## config.mk

```make
export PLATFORM = sky130hd
export DESIGN_NAME = microsequencer_stack
export DESIGN_NICKNAME = d
export VERILOG_FILES = /design/src/rtl/ctrl_pkg.sv /design/src/rtl/ret_stack.sv /design/src/rtl/microsequencer_stack.sv
export SDC_FILE = /design/constraint.sdc
export NUM_CORES = 1
export LEC_CHECK = 0
export ABC_CLOCK_PERIOD_IN_PS = 3300
export BUFFER_PORTS_ARGS = -buffer_cell sky130_fd_sc_hd__buf_2
export CORE_UTILIZATION = 49
export CTS_BUF_LIST = sky130_fd_sc_hd__clkbuf_4 sky130_fd_sc_hd__clkbuf_8
export DETAILED_ROUTE_END_ITERATION = 6
export PLACE_DENSITY = 0.77
export SYNTH_ARGS = -nofsm -noshare
export SYNTH_HDL_FRONTEND = slang
export SYNTH_HIERARCHICAL = 1
export SYNTH_SLANG_ARGS = --single-unit
```

## constraint.sdc

```tcl
create_clock -name Clk -period 3.3 [get_ports Clk]
set_input_delay 0.165 -clock Clk [delete_from_list [all_inputs] [get_ports Clk]]
set_output_delay 0.165 -clock Clk [all_outputs]
set_load 0.02 [all_outputs]
```

## src/rtl/ctrl_pkg.sv

```systemverilog
// ---------------------------------------------------------------------------
// ctrl_pkg
//   Shared encodings for the microprogrammed control unit.
//   - NM_* : 3-bit next-mode field carried in the control register.
//   - SEL_MOC : condition-select index that routes the MOC line to the
//     status mux; indices 1..NCOND select cond[index-1].
// ---------------------------------------------------------------------------
package ctrl_pkg;

  localparam logic [2:0] NM_INC    = 3'd0;
  localparam logic [2:0] NM_JUMP   = 3'd1;
  localparam logic [2:0] NM_DECODE = 3'd2;
  localparam logic [2:0] NM_FETCH  = 3'd3;
  localparam logic [2:0] NM_BRANCH = 3'd4;
  localparam logic [2:0] NM_WAIT   = 3'd5;
  localparam logic [2:0] NM_CALL   = 3'd6;
  localparam logic [2:0] NM_RETURN = 3'd7;

  localparam int SEL_MOC = 0;

endpackage

```

## src/rtl/ret_stack.sv

```systemverilog
// ---------------------------------------------------------------------------
// ret_stack
//   Small LIFO holding microprogram return addresses.
//   Ports:
//     Clk   - clock, rising edge
//     Clr   - synchronous active-low reset; empties the stack
//     push  - write din on top (ignored when full)
//     pop   - discard top entry (ignored when empty)
//     din   - address to push
//     dout  - current top entry (meaningless while empty)
//     depth - number of valid entries, 0..DEPTH
//     full  - depth == DEPTH
//     empty - depth == 0
//   The owner decides what an over/underflow means; this block only refuses
//   the operation. Push has priority if both strobes are ever raised.
// ---------------------------------------------------------------------------
module ret_stack #(
  parameter int unsigned DEPTH = 4,
  parameter int unsigned AW    = 7
) (
  input  logic                           Clk,
  input  logic                           Clr,
  input  logic                           push,
  input  logic                           pop,
  input  logic [AW-1:0]                  din,
  output logic [AW-1:0]                  dout,
  output logic [$clog2(DEPTH+1)-1:0]     depth,
  output logic                           full,
  output logic                           empty
);

  localparam int DW = $clog2(DEPTH + 1);
  localparam int PW = $clog2(DEPTH);

  logic [AW-1:0] mem [DEPTH];
  logic [DW-1:0] cnt;
  logic [PW-1:0] wr_idx;
  logic [PW-1:0] top_idx;

  // DEPTH is a power of two, so the low bits of the count address the next
  // free slot and the slot below it is the top of stack.
  assign wr_idx  = cnt[PW-1:0];
  assign top_idx = wr_idx - PW'(1);

  assign full  = (cnt == DW'(DEPTH));
  assign empty = (cnt == '0);
  assign depth = cnt;
  assign dout  = mem[top_idx];

  always_ff @(posedge Clk) begin
    if (!Clr) begin
      cnt <= '0;
    end else if (push && !full) begin
      cnt <= cnt + DW'(1);
    end else if (pop && !empty) begin
      cnt <= cnt - DW'(1);
    end
  end

  // Storage carries data only; the count alone defines which entries are live.
  always_ff @(posedge Clk) begin
    if (Clr && push && !full) begin
      mem[wr_idx] <= din;
    end
  end

endmodule

```

## src/rtl/microsequencer_stack.sv

```systemverilog
// ---------------------------------------------------------------------------
// microsequencer_stack
//   Next-address logic for the microprogrammed control unit. The microstore
//   is addressed combinationally by `state`; the control register feeds back
//   the next-mode (n), invert (inv), condition-select (s) and target (cr)
//   fields for the word currently addressed.
//   Ports:
//     Clk         - clock, rising edge
//     Clr         - synchronous active-low reset (overrides hold)
//     hold        - freeze every register; timeout pulse suppressed
//     n           - next-mode field (NM_* in ctrl_pkg)
//     inv         - invert selected condition
//     s           - condition select: 0 = moc, 1..NCOND = cond[s-1], else 0
//     cr          - branch / call target
//     enc_state   - entry address from the instruction decoder
//     moc         - memory operation complete
//     cond        - external condition flags
//     state       - current microaddress
//     stack_depth - return-stack occupancy
//     stack_err   - sticky overflow/underflow flag
//     timeout     - one-cycle pulse when a WAIT exceeds its budget
//     waiting     - combinational: mode WAIT with status low
// ---------------------------------------------------------------------------
module microsequencer_stack
  import ctrl_pkg::*;
#(
  parameter int unsigned AW         = 7,
  parameter int unsigned NCOND      = 2,
  parameter int unsigned DEPTH      = 4,
  parameter int unsigned TIMEOUT    = 16,
  parameter int unsigned RESET_ADDR = 1,
  parameter int unsigned FETCH_ADDR = 1,
  parameter int unsigned FAULT_ADDR = 127
) (
  input  logic                             Clk,
  input  logic                             Clr,
  input  logic                             hold,
  input  logic [2:0]                       n,
  input  logic                             inv,
  input  logic [$clog2(NCOND+1)-1:0]       s,
  input  logic [AW-1:0]                    cr,
  input  logic [AW-1:0]                    enc_state,
  input  logic                             moc,
  input  logic [NCOND-1:0]                 cond,
  output logic [AW-1:0]                    state,
  output logic [$clog2(DEPTH+1)-1:0]       stack_depth,
  output logic                             stack_err,
  output logic                             timeout,
  output logic                             waiting
);

  localparam int CW = $clog2(TIMEOUT);

  logic          sel;
  logic          sts;
  logic [AW-1:0] inc;
  logic [AW-1:0] next_state;
  logic [CW-1:0] wait_cnt;
  logic [CW-1:0] wait_cnt_nxt;
  logic          fault;
  logic          err_set;
  logic          push_req;
  logic          pop_req;
  logic          stk_push;
  logic          stk_pop;
  logic [AW-1:0] stk_top;
  logic          stk_full;
  logic          stk_empty;
  logic          timeout_r;

  // Status selection: out-of-range selects read as a constant 0 so an
  // unused encoding can never branch on stale wiring.
  always_comb begin
    sel = 1'b0;
    if (int'(s) == SEL_MOC) begin
      sel = moc;
    end else begin
      for (int i = 0; i < int'(NCOND); i++) begin
        if (int'(s) == i + 1) begin
          sel = cond[i];
        end
      end
    end
  end

  assign sts     = sel ^ inv;
  assign inc     = state + AW'(1);
  assign waiting = (n == NM_WAIT) && !sts;
  assign timeout = timeout_r;

  // Next-address selection. The wait counter only survives cycles that are
  // WAIT with status low; any other cycle returns it to zero.
  always_comb begin
    next_state   = state;
    wait_cnt_nxt = '0;
    fault        = 1'b0;
    err_set      = 1'b0;
    push_req     = 1'b0;
    pop_req      = 1'b0;
    case (n)
      NM_INC:    next_state = inc;
      NM_JUMP:   next_state = cr;
      NM_DECODE: next_state = enc_state;
      NM_FETCH:  next_state = AW'(FETCH_ADDR);
      NM_BRANCH: next_state = sts ? cr : inc;
      NM_WAIT: begin
        // Status arriving on the limit edge wins over the fault.
        if (sts) begin
          next_state = inc;
        end else if (wait_cnt == CW'(TIMEOUT - 1)) begin
          next_state = AW'(FAULT_ADDR);
          fault      = 1'b1;
        end else begin
          next_state   = state;
          wait_cnt_nxt = wait_cnt + CW'(1);
        end
      end
      NM_CALL: begin
        // The jump is taken even when the return address cannot be saved.
        next_state = cr;
        if (stk_full) begin
          err_set = 1'b1;
        end else begin
          push_req = 1'b1;
        end
      end
      NM_RETURN: begin
        if (stk_empty) begin
          next_state = AW'(FETCH_ADDR);
          err_set    = 1'b1;
        end else begin
          next_state = stk_top;
          pop_req    = 1'b1;
        end
      end
      default: next_state = inc;
    endcase
  end

  // Stack operations are gated by hold so the LIFO freezes with the rest of
  // the sequencer.
  assign stk_push = push_req && !hold;
  assign stk_pop  = pop_req && !hold;

  ret_stack #(
    .DEPTH (DEPTH),
    .AW    (AW)
  ) u_ret_stack (
    .Clk   (Clk),
    .Clr   (Clr),
    .push  (stk_push),
    .pop   (stk_pop),
    .din   (inc),
    .dout  (stk_top),
    .depth (stack_depth),
    .full  (stk_full),
    .empty (stk_empty)
  );

  // Sequencer registers
  always_ff @(posedge Clk) begin
    if (!Clr) begin
      state     <= AW'(RESET_ADDR);
      wait_cnt  <= '0;
      stack_err <= 1'b0;
      timeout_r <= 1'b0;
    end else if (hold) begin
      timeout_r <= 1'b0;
    end else begin
      state     <= next_state;
      wait_cnt  <= wait_cnt_nxt;
      stack_err <= stack_err | err_set;
      timeout_r <= fault;
    end
  end

endmodule

```

Word level (Yosys, flattened, before mapping)
Memory sizes are Yosys's and may differ from the RTL's. Cells that the tools add are included.

Register bits: 16. RAM bits: 28. Bits of input ports: 26. Output and inout bits: 13. Logic and storage cells: 69. Memories: 1.

Add/sub/neg operators: 5. Equality and inequality tests: 12. Multiplexer cells: 23. Bitwise operators: 5. Reduce and logical (&&, ||, !) cells: 18.

Memories: u_ret_stack.mem (words 4, bits a word 7, read ports 1, clocked after memory_dff 0, write ports 1, line ret_stack.sv:35) `logic [AW-1:0] mem [DEPTH];`.

Operators by type and width (count): 7-bit case mux with 7 select lines (1); 7-bit two-way mux (4); 3-bit == test (second input constant) (5); 1-bit two-way mux (12); 4-bit two-way mux (3); 7-bit by 1-bit adder with 7-bit output (second input constant) (1); 1-bit logical AND (7); 3-bit by 2-bit == test with 1-bit output (second input constant) (2); 3-bit zero test (2); 3-bit two-way mux (2); 4-bit by 1-bit adder with 4-bit output (second input constant) (1); 2-bit == test (second input constant) (2); 4-bit == test (second input constant) (1); 1-bit zero test (4); 4-bit OR reduction (1); 3-bit by 1-bit adder with 3-bit output (second input constant) (1); 3-bit by 1-bit == test with 1-bit output (second input constant) (1); 3-bit by 2-bit inequality test with 1-bit output (second input constant) (1); 1-bit inverter (3); 3-bit by 1-bit subtractor with 3-bit output (second input constant) (1); 2-bit zero test (1); 1-bit case mux with 2 select lines (1); 2-bit AND reduction (1); 2-bit nonzero test (1); 4 further kinds (4).

Longest topological paths before layout
Gate-level depths: netlist of the first run.

Depth after elaboration: 8. Mapped depth: 11. Depth with buffers taken out: 10.

Cells and area by module
The synthesis of the first run kept the hierarchy.

By module, submodules not included: ret_stack (instances 1, cells each 73, area each 1340.0 um^2, seq. area each 900.9 um^2); microsequencer_stack (instances 1, cells each 151, area each 1163.6 um^2, seq. area each 260.2 um^2).

Worst setup path after synthesis of the first run
Ideal clock, no wire load.

Path kind: reg2reg. From: register u_ret_stack.cnt[0] (netlist: u_ret_stack/depth[0]). To: register u_ret_stack.cnt[2] (netlist: u_ret_stack/depth[2]). Library setup time: 116 ps. Arrival: 3081 ps. Data required time: 3184 ps. Path slack: 103 ps. Cell stages (with the launch flop): 12. Path buffers: 1. Clock period less this slack: 3197 ps. Cells stage by stage: dfxtp_1 buf_4 inv_1 ha_1 and2_1 nor3_1 a21boi_4 inv_1 fa_1 nor3b_1 o21ai_1 and4_1.

Longest elaborated chain between the ends: 6. Elaborated cells between the ends (all ways): 17. Those cells by class: add/sub (2); eq/ne (1); mux (6); reduce/logical (8).

RTL lines: from (decl) (line ret_stack.sv:36) `logic [DW-1:0] cnt;`; from (signal assigned) (line ret_stack.sv:54) `cnt <= cnt + DW'(1);`; from (signal assigned) (line ret_stack.sv:56) `cnt <= cnt - DW'(1);`; 3-bit == test (*) (line ret_stack.sv:45) `assign full = (cnt == DW'(DEPTH));`; named net stk_full (line microsequencer_stack.sv:67) `logic stk_full;`; 1-bit two-way mux (*) (line microsequencer_stack.sv:121) `if (stk_full) begin`; 1-bit two-way mux (*) (line microsequencer_stack.sv:100) `case (n)`; 1-bit logical AND (*) (line microsequencer_stack.sv:142) `assign stk_push = push_req && !hold;`; named net stk_push (line microsequencer_stack.sv:64) `logic stk_push;`; 1-bit logical AND (*) (line ret_stack.sv:53) `end else if (push && !full) begin`; 3-bit two-way mux / 2-bit nonzero test (equally long branches).

Mark *: on every way through the listed nets, which the timed path passes. The rest lies on a longest branch. The select of a mux whose other input is x is not followed. A chain may end at the register's enable or synchronous reset.

Final worst setup path of the first run
From: register u_ret_stack.cnt[1] (netlist: u_ret_stack/depth[1]). To: register u_ret_stack.cnt[2] (netlist: u_ret_stack/depth[2]).

Same word-level chain as after synthesis.

==> summary.md, run 1 <==
| Metric | Value |
|---|---|
| # Post-CTS Setup Buffers | `0` |
| Clock Power Share | `34.3%` |
| CTS Sinks | `44` |
| Fin Setup TNS | `0 ns` |
| Worst-margin pin slew | `0.580 ns` |
| First-pass GRT wire length | `8620 µm` |
| Seq/Total Area, Yosys | `46.4%` |
| Pins Over Slew Limit | `0` |
| Syn Std Cell Area | `2500 µm²` |
| Post-cts sizing count | `0` |
| Initial DRT Pass Iterations | `5` |
| Critical Path AT | `3.05 ns` |
| Internal | `884 µW` |
| Worst setup margin | `0.446 ns` |
| FMAX | `0.350 GHz` |
| Net Sw Power | `292 µW` |
| Register bit count reported by yosys | `44` |
| Number of synthesized flops with an enable pin | `28` |
| Grt total ovfl | `0` |
| Area of the multi-input gates | `1250 µm²` |
| WS Path Type | `register to register` |
| CTS H-tree lvls | `2` |
| CP required | `3.50 ns` |
| Largest net degree at the start of global routing | `30` |
| Ranking of synthesized cells by area | `edfxtp_1 34%, dfxtp_1 13%, mux4_2 6.3%, ha_1 3.0%, mux2i_1 2.8%` |
| Synth cell count leaders | `28 x edfxtp_1, 16 x dfxtp_1, 16 x nand2_1` |
| Syn-to-layout area delta | `14.0%` |
| GR Util All Layers | `21.8%` |
| DRT iter0 DRCs | `169` |
| Post-Synthesis Net Count | `257` |
| Area after DPL | `2740 µm²` |
| Lkg Pwr | `1.13 nW` |
| Dominant synthesized flop cell | `edfxtp_1` |
| Final HPWL DP | `4050 µm` |
| Placed insts | `320` |
| Initial Utilization | `52.0%` |
| Port bufs | `38` |
| Hold Crit Class | `input port to register` |
| TritonCTS clock tree | `built` |
| Count leader, synth | `edfxtp_1` |
| Syn Inst Count | `224` |
| CP startpoint kind | `register` |
| Number of fill cells | `421` |
| Fin crit period | `2.85 ns` |
| I/O Pins | `39` |
| Share of layout cells above drive strength 1 | `25.7%` |
| Clk_lat worst skew | `0.29 ns` |
| Max-Cap Viols | `0` |
| Power Total | `1.18 mW` |
| Slew margin rel. | `61.0%` |
| Mean routed wirelength per cell | `17.0 µm` |
| Routability cong. | `0.850` |
| Fin nets | `293` |
| Drt total wl | `5570 µm` |
| Ant. Diodes | `0` |
| Flop pwr share | `51.9%` |
| Outcome | `finished clean` |
| Final Hold Fails | `0` |
| PD cells | `412 nW/µm²` |
| Hold-fix buffers, CTS | `0` |
| RSZ-0062 raised after global routing | `no` |
| Crit. End Element | `register` |
| Max FO, Critical Path | `8` |
| Sw Ratio | `24.8%` |
| Via count of the first global-routing pass | `1,792` |
| Async SR Flop Fraction | `0%` |
| Setup Skew | `0.00644 ns` |
| VDD IR-drop max | `0.237 mV` |
| Post-route design area | `2860 µm²` |
| Post-DR vias/cell | `6.02` |
| Chip width | `73.5 µm` |
| Leading area contributor after synthesis | `edfxtp_1` |
| Synth top area share | `33.6%` |
| Via count | `1,975` |
| Final period util | `86.5%` |
| Core Box Area | `4820 µm²` |
| Final setup vio count | `0` |
| Comb pwr share | `13.7%` |
| Die Y-Extent | `73.5 µm` |
| Yosys cell types | `55` |
| CTS clock-pin slew for the worst setup and hold paths | `0.08 ns` |
| Cell Rows | `25` |
| Post-Place Setup Slack | `0.465 ns` |
| DIE AREA | `5400 µm²` |
| Antenna violations before repair | `0` |
| Max Buffers Root-to-Sink | `2` |
| YS warnings | `6` |
| Average size of a mapped cell | `11.2 µm²` |
| Fin cells | `328` |
| CTS Buf Count | `5` |
| Routed Antenna Nets | `0` |
| Drt drc | `0` |
| CTS root buf | `clkbuf_8` |
| Register Area | `1160 µm²` |
cell families (layout without fill, tap and decap cells):
kind of cell / count (synthesis) / count (layout) / share of synthesized area [%]
AOI/OAI and AO/OA: 57 / 57 / 18.3
xor gates and xnor gates: 6 / 6 / 2.10
adders and majority gates: 7 / 7 / 3.80
buffers and inverters: 22 / 59 / 3.75
DFF: 44 / 44 / 46.4
muxes: 15 / 15 / 9.70
and+or+nand+nor: 73 / 73 / 16.0
stage by stage:
step / hold slack [ns] / util (%)
final: 0.145 / 59.3
after global routing: 0.148 / 59.3
after CTS: 0.145 / 59.3
after global placement: 0.442 / 57.0
after floorplan: 0.296 / -
after detailed placement: 0.450 / 57.0
registers in the layout (all words and copies together) (netlist names):
register	flops
stack_err	1
state	7
timeout	1
u_ret_stack/depth	3
u_ret_stack/mem	28
wait_cnt	4
cell type report:
type / instances / area share [%]
Sequential cell: 44 / 40.7
Multi-Input combinational cell: 158 / 43.7
Timing Repair Buffer: 41 / 7.45
Clock inverter: 3 / 1.49
Tap cell: 67 / 2.94
Inverter: 10 / 1.31
Clock buffer: 5 / 2.41
critical path: stages, from the launching register on:
cell,delay [ns]
dfxtp_1,0.45
inv_1,0.09
ha_1,0.31
and2_1,0.22
nor3_1,0.18
buf_4,0.18
a21boi_4,0.22
inv_1,0.07
fa_1,0.42
nor3b_1,0.29
o21ai_1,0.11
and4_1,0.21
cell usage in the layout, fill, tap and decap left out, drive strengths merged, types with 2 or more instances in the layout:
cell and count:
buf 41, nand3b 2, a221oi 2, a211o 2, nor2b 6, and2 3, nor2 11, nand3 12
clkinvlp 2, o22ai 3, clkbuf 5, and3 8, inv 10, nor3 5, a31oi 4, o21ai 15
nand2 16, mux4 7, dfxtp 16, nand2b 2, nand4b 2, a21oi 9, a32o 4, a22oi 2
xnor2 6, and3b 3, o211ai 3, a211oi 2, a21boi 2, edfxtp 28, ha 6, mux2i 7
metal layers:
metal  track usage [%]  part of all wire, %  vias up
met5                 0                    0        -
met1              28.7                   42      934
met4              6.41                  1.9        0
met2              36.2                   47      110
li1                  -                    -      923
met3              4.53                  8.8        8
power by group through the flow:
stage	clock network [mW]	logic [mW]	registers, mW
after global placement	0	0.155	0.622
after detailed placement	0	0.158	0.623
after CTS	0.408	0.159	0.610
after floorplan	0	0.0987	0.630
final	0.404	0.161	0.610
after global routing	0.431	0.173	0.612
path summary, 6_finish.rpt:
kind | start | endpoint | slack (ns) | depth (start not counted)
hold / removal | cr[4] | state[4]$_SDFFE_PN0P_ | 0.14 | 3
setup / recovery | u_ret_stack/depth[1]$_SDFFE_PN0P_ | u_ret_stack/depth[2]$_SDFFE_PN0P_ | 0.45 | 11
hold reg to reg | stack_err$_SDFFE_PN0N_ | stack_err$_SDFFE_PN0N_ | 0.48 | 1
setup reg to reg | u_ret_stack/depth[1]$_SDFFE_PN0P_ | u_ret_stack/depth[2]$_SDFFE_PN0P_ | 0.45 | 11
Power figures use the tool's default switching activity.
==> run 2, diff against run 1 <==
Settings changed: CORE_MARGIN set to 2, PLACE_DENSITY 0.77 to 0.7.
==> run 2 against run 1 <==
  * Clock power is essentially flat
  * Hold slack lost 0.015 ns
  * Register-to-register slack gained 0.12 ns
  * Non-clock buffer count increased by 1
  * Highest routed layer unchanged
  * Clock skew down 0.0031 ns
  * Critical path depth unchanged
  * Power shrank 0.10%
  * Combinational power fell by 2%
  * Sequential share of layout area decreased by 0.16 points
  * Via count is 4.6% lower
==> summary.md, run 2 (synthesis results as in run 1) <==
| Metric | Value |
|---|---|
| Routed Antenna Nets | `0 (unchanged)` |
| Hold-fix buffers, CTS | `0 (unchanged)` |
| Worst-margin pin slew | `0.516 ns (-0.0639 ns)` |
| Largest registers | `u_ret_stack/mem (28), state (7), wait_cnt (4)` |
| Share of layout cells above drive strength 1 | `25.6% (-0.098 points)` |
| CTS H-tree lvls | `2 (unchanged)` |
| Via count | `1,885 (-4.6%)` |
| Net Sw Power | `289 µW (-0.71%)` |
| Slowest-stage cell, CP | `dfxtp_1` |
| Fin Setup TNS | `0 ns (unchanged)` |
| Pins Over Slew Limit | `0 (unchanged)` |
| Max-Cap Viols | `0 (unchanged)` |
| Crit. End Element | `register` |
| Flop pwr share | `52.0% (about the same)` |
| Most common cell after layout, fill and taps aside | `buf_2` |
| Crit path largest cell delay | `0.46 ns (about the same)` |
| Final period util | `83.0% (-3.5 points)` |
| First-pass GRT wire length | `8380 µm (-2.7%)` |
| Max Buffers Root-to-Sink | `2 (unchanged)` |
| Critical Path AT | `2.93 ns (-0.12 ns)` |
| Clock Power Share | `34.6% (+0.3 points)` |
| Internal | `884 µW (about the same)` |
| CP startpoint kind | `register` |
| Grt total ovfl | `0 (unchanged)` |
| Post-DR vias/cell | `5.68 (-5.7%)` |
| Hold Crit Class | `input port to register` |
| Fin Hold WS | `0.130 ns (-0.0146 ns)` |
| Largest net degree at the start of global routing | `30 (unchanged)` |
| TritonCTS clock tree | `built` |
| Max FO, Critical Path | `8 (unchanged)` |
| Post-route core utilization | `57.2% (-2.1 points)` |
| Power Total | `1.17 mW (-0.10%)` |
| GR Util All Layers | `20.0% (-1.8 points)` |
| CTS Buf Count | `5 (unchanged)` |
| Routability cong. | `0.873 (+2.7%)` |
| CTS clock-pin slew for the worst setup and hold paths | `0.08 ns (about the same)` |
| Ant. Diodes | `0 (unchanged)` |
| WS Path Type | `register to register` |
| FMAX | `0.365 GHz (+4.2%)` |
| Drt total wl | `5430 µm (-2.6%)` |
| Most flops, register | `u_ret_stack/mem` |
| Number of flip-flops under the largest register name | `28 (unchanged)` |
| VDD IR-drop max | `0.232 mV (-1.8%)` |
| Post-cts sizing count | `0 (unchanged)` |
| Most frequent cells in the layout | `38 x buf_2, 28 x edfxtp_1, 16 x nand2_1, 16 x dfxtp_1, 13 x o21ai_0` |
| Setup Skew | `0.00335 ns (-0.00309 ns)` |
| Antenna violations before repair | `0 (unchanged)` |
| DRT iter0 DRCs | `145 (-14%)` |
| Clk_lat worst skew | `0.29 ns (about the same)` |
| Sw Ratio | `24.7% (-0.15 points)` |
| Slew margin rel. | `65.3% (+4.3 points)` |
| Core Box Area | `5010 µm² (+4.0%)` |
| Outcome | `finished clean` |
| Drt drc | `0 (unchanged)` |
| Final setup vio count | `0 (unchanged)` |
| Die Y-Extent | `75.5 µm (+2.7%)` |
| DIE AREA | `5700 µm² (+5.5%)` |
| Chip width | `75.5 µm (+2.7%)` |
| Fin nets | `294 (+0.34%)` |
| Via count of the first global-routing pass | `1,753 (-2.2%)` |
| Mean routed wirelength per cell | `16.3 µm (-3.8%)` |
| Number of fill cells | `460 (+9.3%)` |
| Syn-to-layout area delta | `14.5%` |
| Most Frequent Cell on Critical Path | `inv_1` |
| Initial DRT Pass Iterations | `4 (-1)` |
| Lkg Pwr | `1.14 nW (+0.85%)` |
| PD cells | `410 nW/µm² (-0.49%)` |
| CP required | `3.49 ns (about the same)` |
| # Post-CTS Setup Buffers | `0 (unchanged)` |
| RSZ-0062 raised after global routing | `no` |
| CTS Sinks | `44 (unchanged)` |
| Cell Rows | `26 (+4.0%)` |
| Final HPWL DP | `4020 µm (-0.81%)` |
| Initial Utilization | `50.0% (-2.0 points)` |
| Final Hold Fails | `0 (unchanged)` |
| I/O Pins | `39 (unchanged)` |
| Crit path cell chain | `inv_1 -> ha_1 -> and2_1 -> nor3_1 -> buf_4 -> a21boi_4 -> inv_1 -> fa_1 -> nor3b_1 -> o21ai_1 -> and4_1` |
| Comb pwr share | `13.4% (-0.3 points)` |
| Fin crit period | `2.74 ns (-0.115 ns)` |
| Port bufs | `38 (unchanged)` |
| CTS root buf | `clkbuf_8` |
-- run 2: cell count changes in the layout (fill, tap and decap cells not counted) --
| cell | change |
|---|---|
| buf_4 | +1 |
| clkinv_1 | +1 |
| clkinv_4 | +1 |
| clkinvlp_2 | -1 |
| clkinvlp_4 | -1 |
-- run 2: per-stage QoR --
step / setup WS (ns) / std cells / instance area [µm²]
after floorplan: 0.103 / 224 / 2500
after global placement: 0.735 / 324 / 2760
after detailed placement: 0.614 / 324 / 2760
after CTS: 0.578 / 332 / 2870
after global routing: 0.351 / 332 / 2870
final: 0.562 / 332 / 2870
-- run 2: final cells by class --
type	count	area (µm²)	area share, %
sequential	44	1160	40.5
clock inverter	3	42.5	1.48
tap	70	87.6	3.06
multi-input combinational	158	1250	43.6
timing repair buffer	42	220	7.68
inverter	10	37.5	1.31
clock buffer	5	68.8	2.40
-- run 2: final timing paths --
path                                     start  slack (ns)                           endpoint  cells after the start
min reg2reg             stack_err$_SDFFE_PN0N_        0.48             stack_err$_SDFFE_PN0N_                      1
min                                      cr[3]        0.13              state[3]$_SDFFE_PN0P_                      3
max          u_ret_stack/depth[1]$_SDFFE_PN0P_        0.56  u_ret_stack/depth[2]$_SDFFE_PN0P_                     11
max reg2reg  u_ret_stack/depth[1]$_SDFFE_PN0P_        0.56  u_ret_stack/depth[2]$_SDFFE_PN0P_                     11
-- run 2: power by group through the flow --
stage | Combinational (mW) | Clock (mW) | Sequential [mW]
2_1_floorplan | 0.0987 | 0 | 0.630
3_3_place_gp | 0.157 | 0 | 0.623
3_5_place_dp | 0.158 | 0 | 0.623
4_1_cts | 0.159 | 0.414 | 0.610
5_1_grt | 0.175 | 0.439 | 0.612
6_report | 0.157 | 0.406 | 0.610
-- run 2: critical path: cells and delay by family (launching register included) --
kind / cells / cell delay (ns)
buffers and inverters: 3 / 0.35
flip-flops: 1 / 0.46
AND/OR/NAND/NOR: 4 / 0.86
adder cells (fa/ha/maj): 2 / 0.62
AO/OA/AOI/OAI: 2 / 0.34
-- run 2: layer usage --
metal / vias to the layer above / global-route usage (%) / part of all wire (%)
met3: 8 / 4.37 / 5.2
met2: 54 / 32.9 / 47
met1: 903 / 26.8 / 46
met4: 0 / 5.65 / 1.4
met5: - / 0 / 0
li1: 920 / - / -
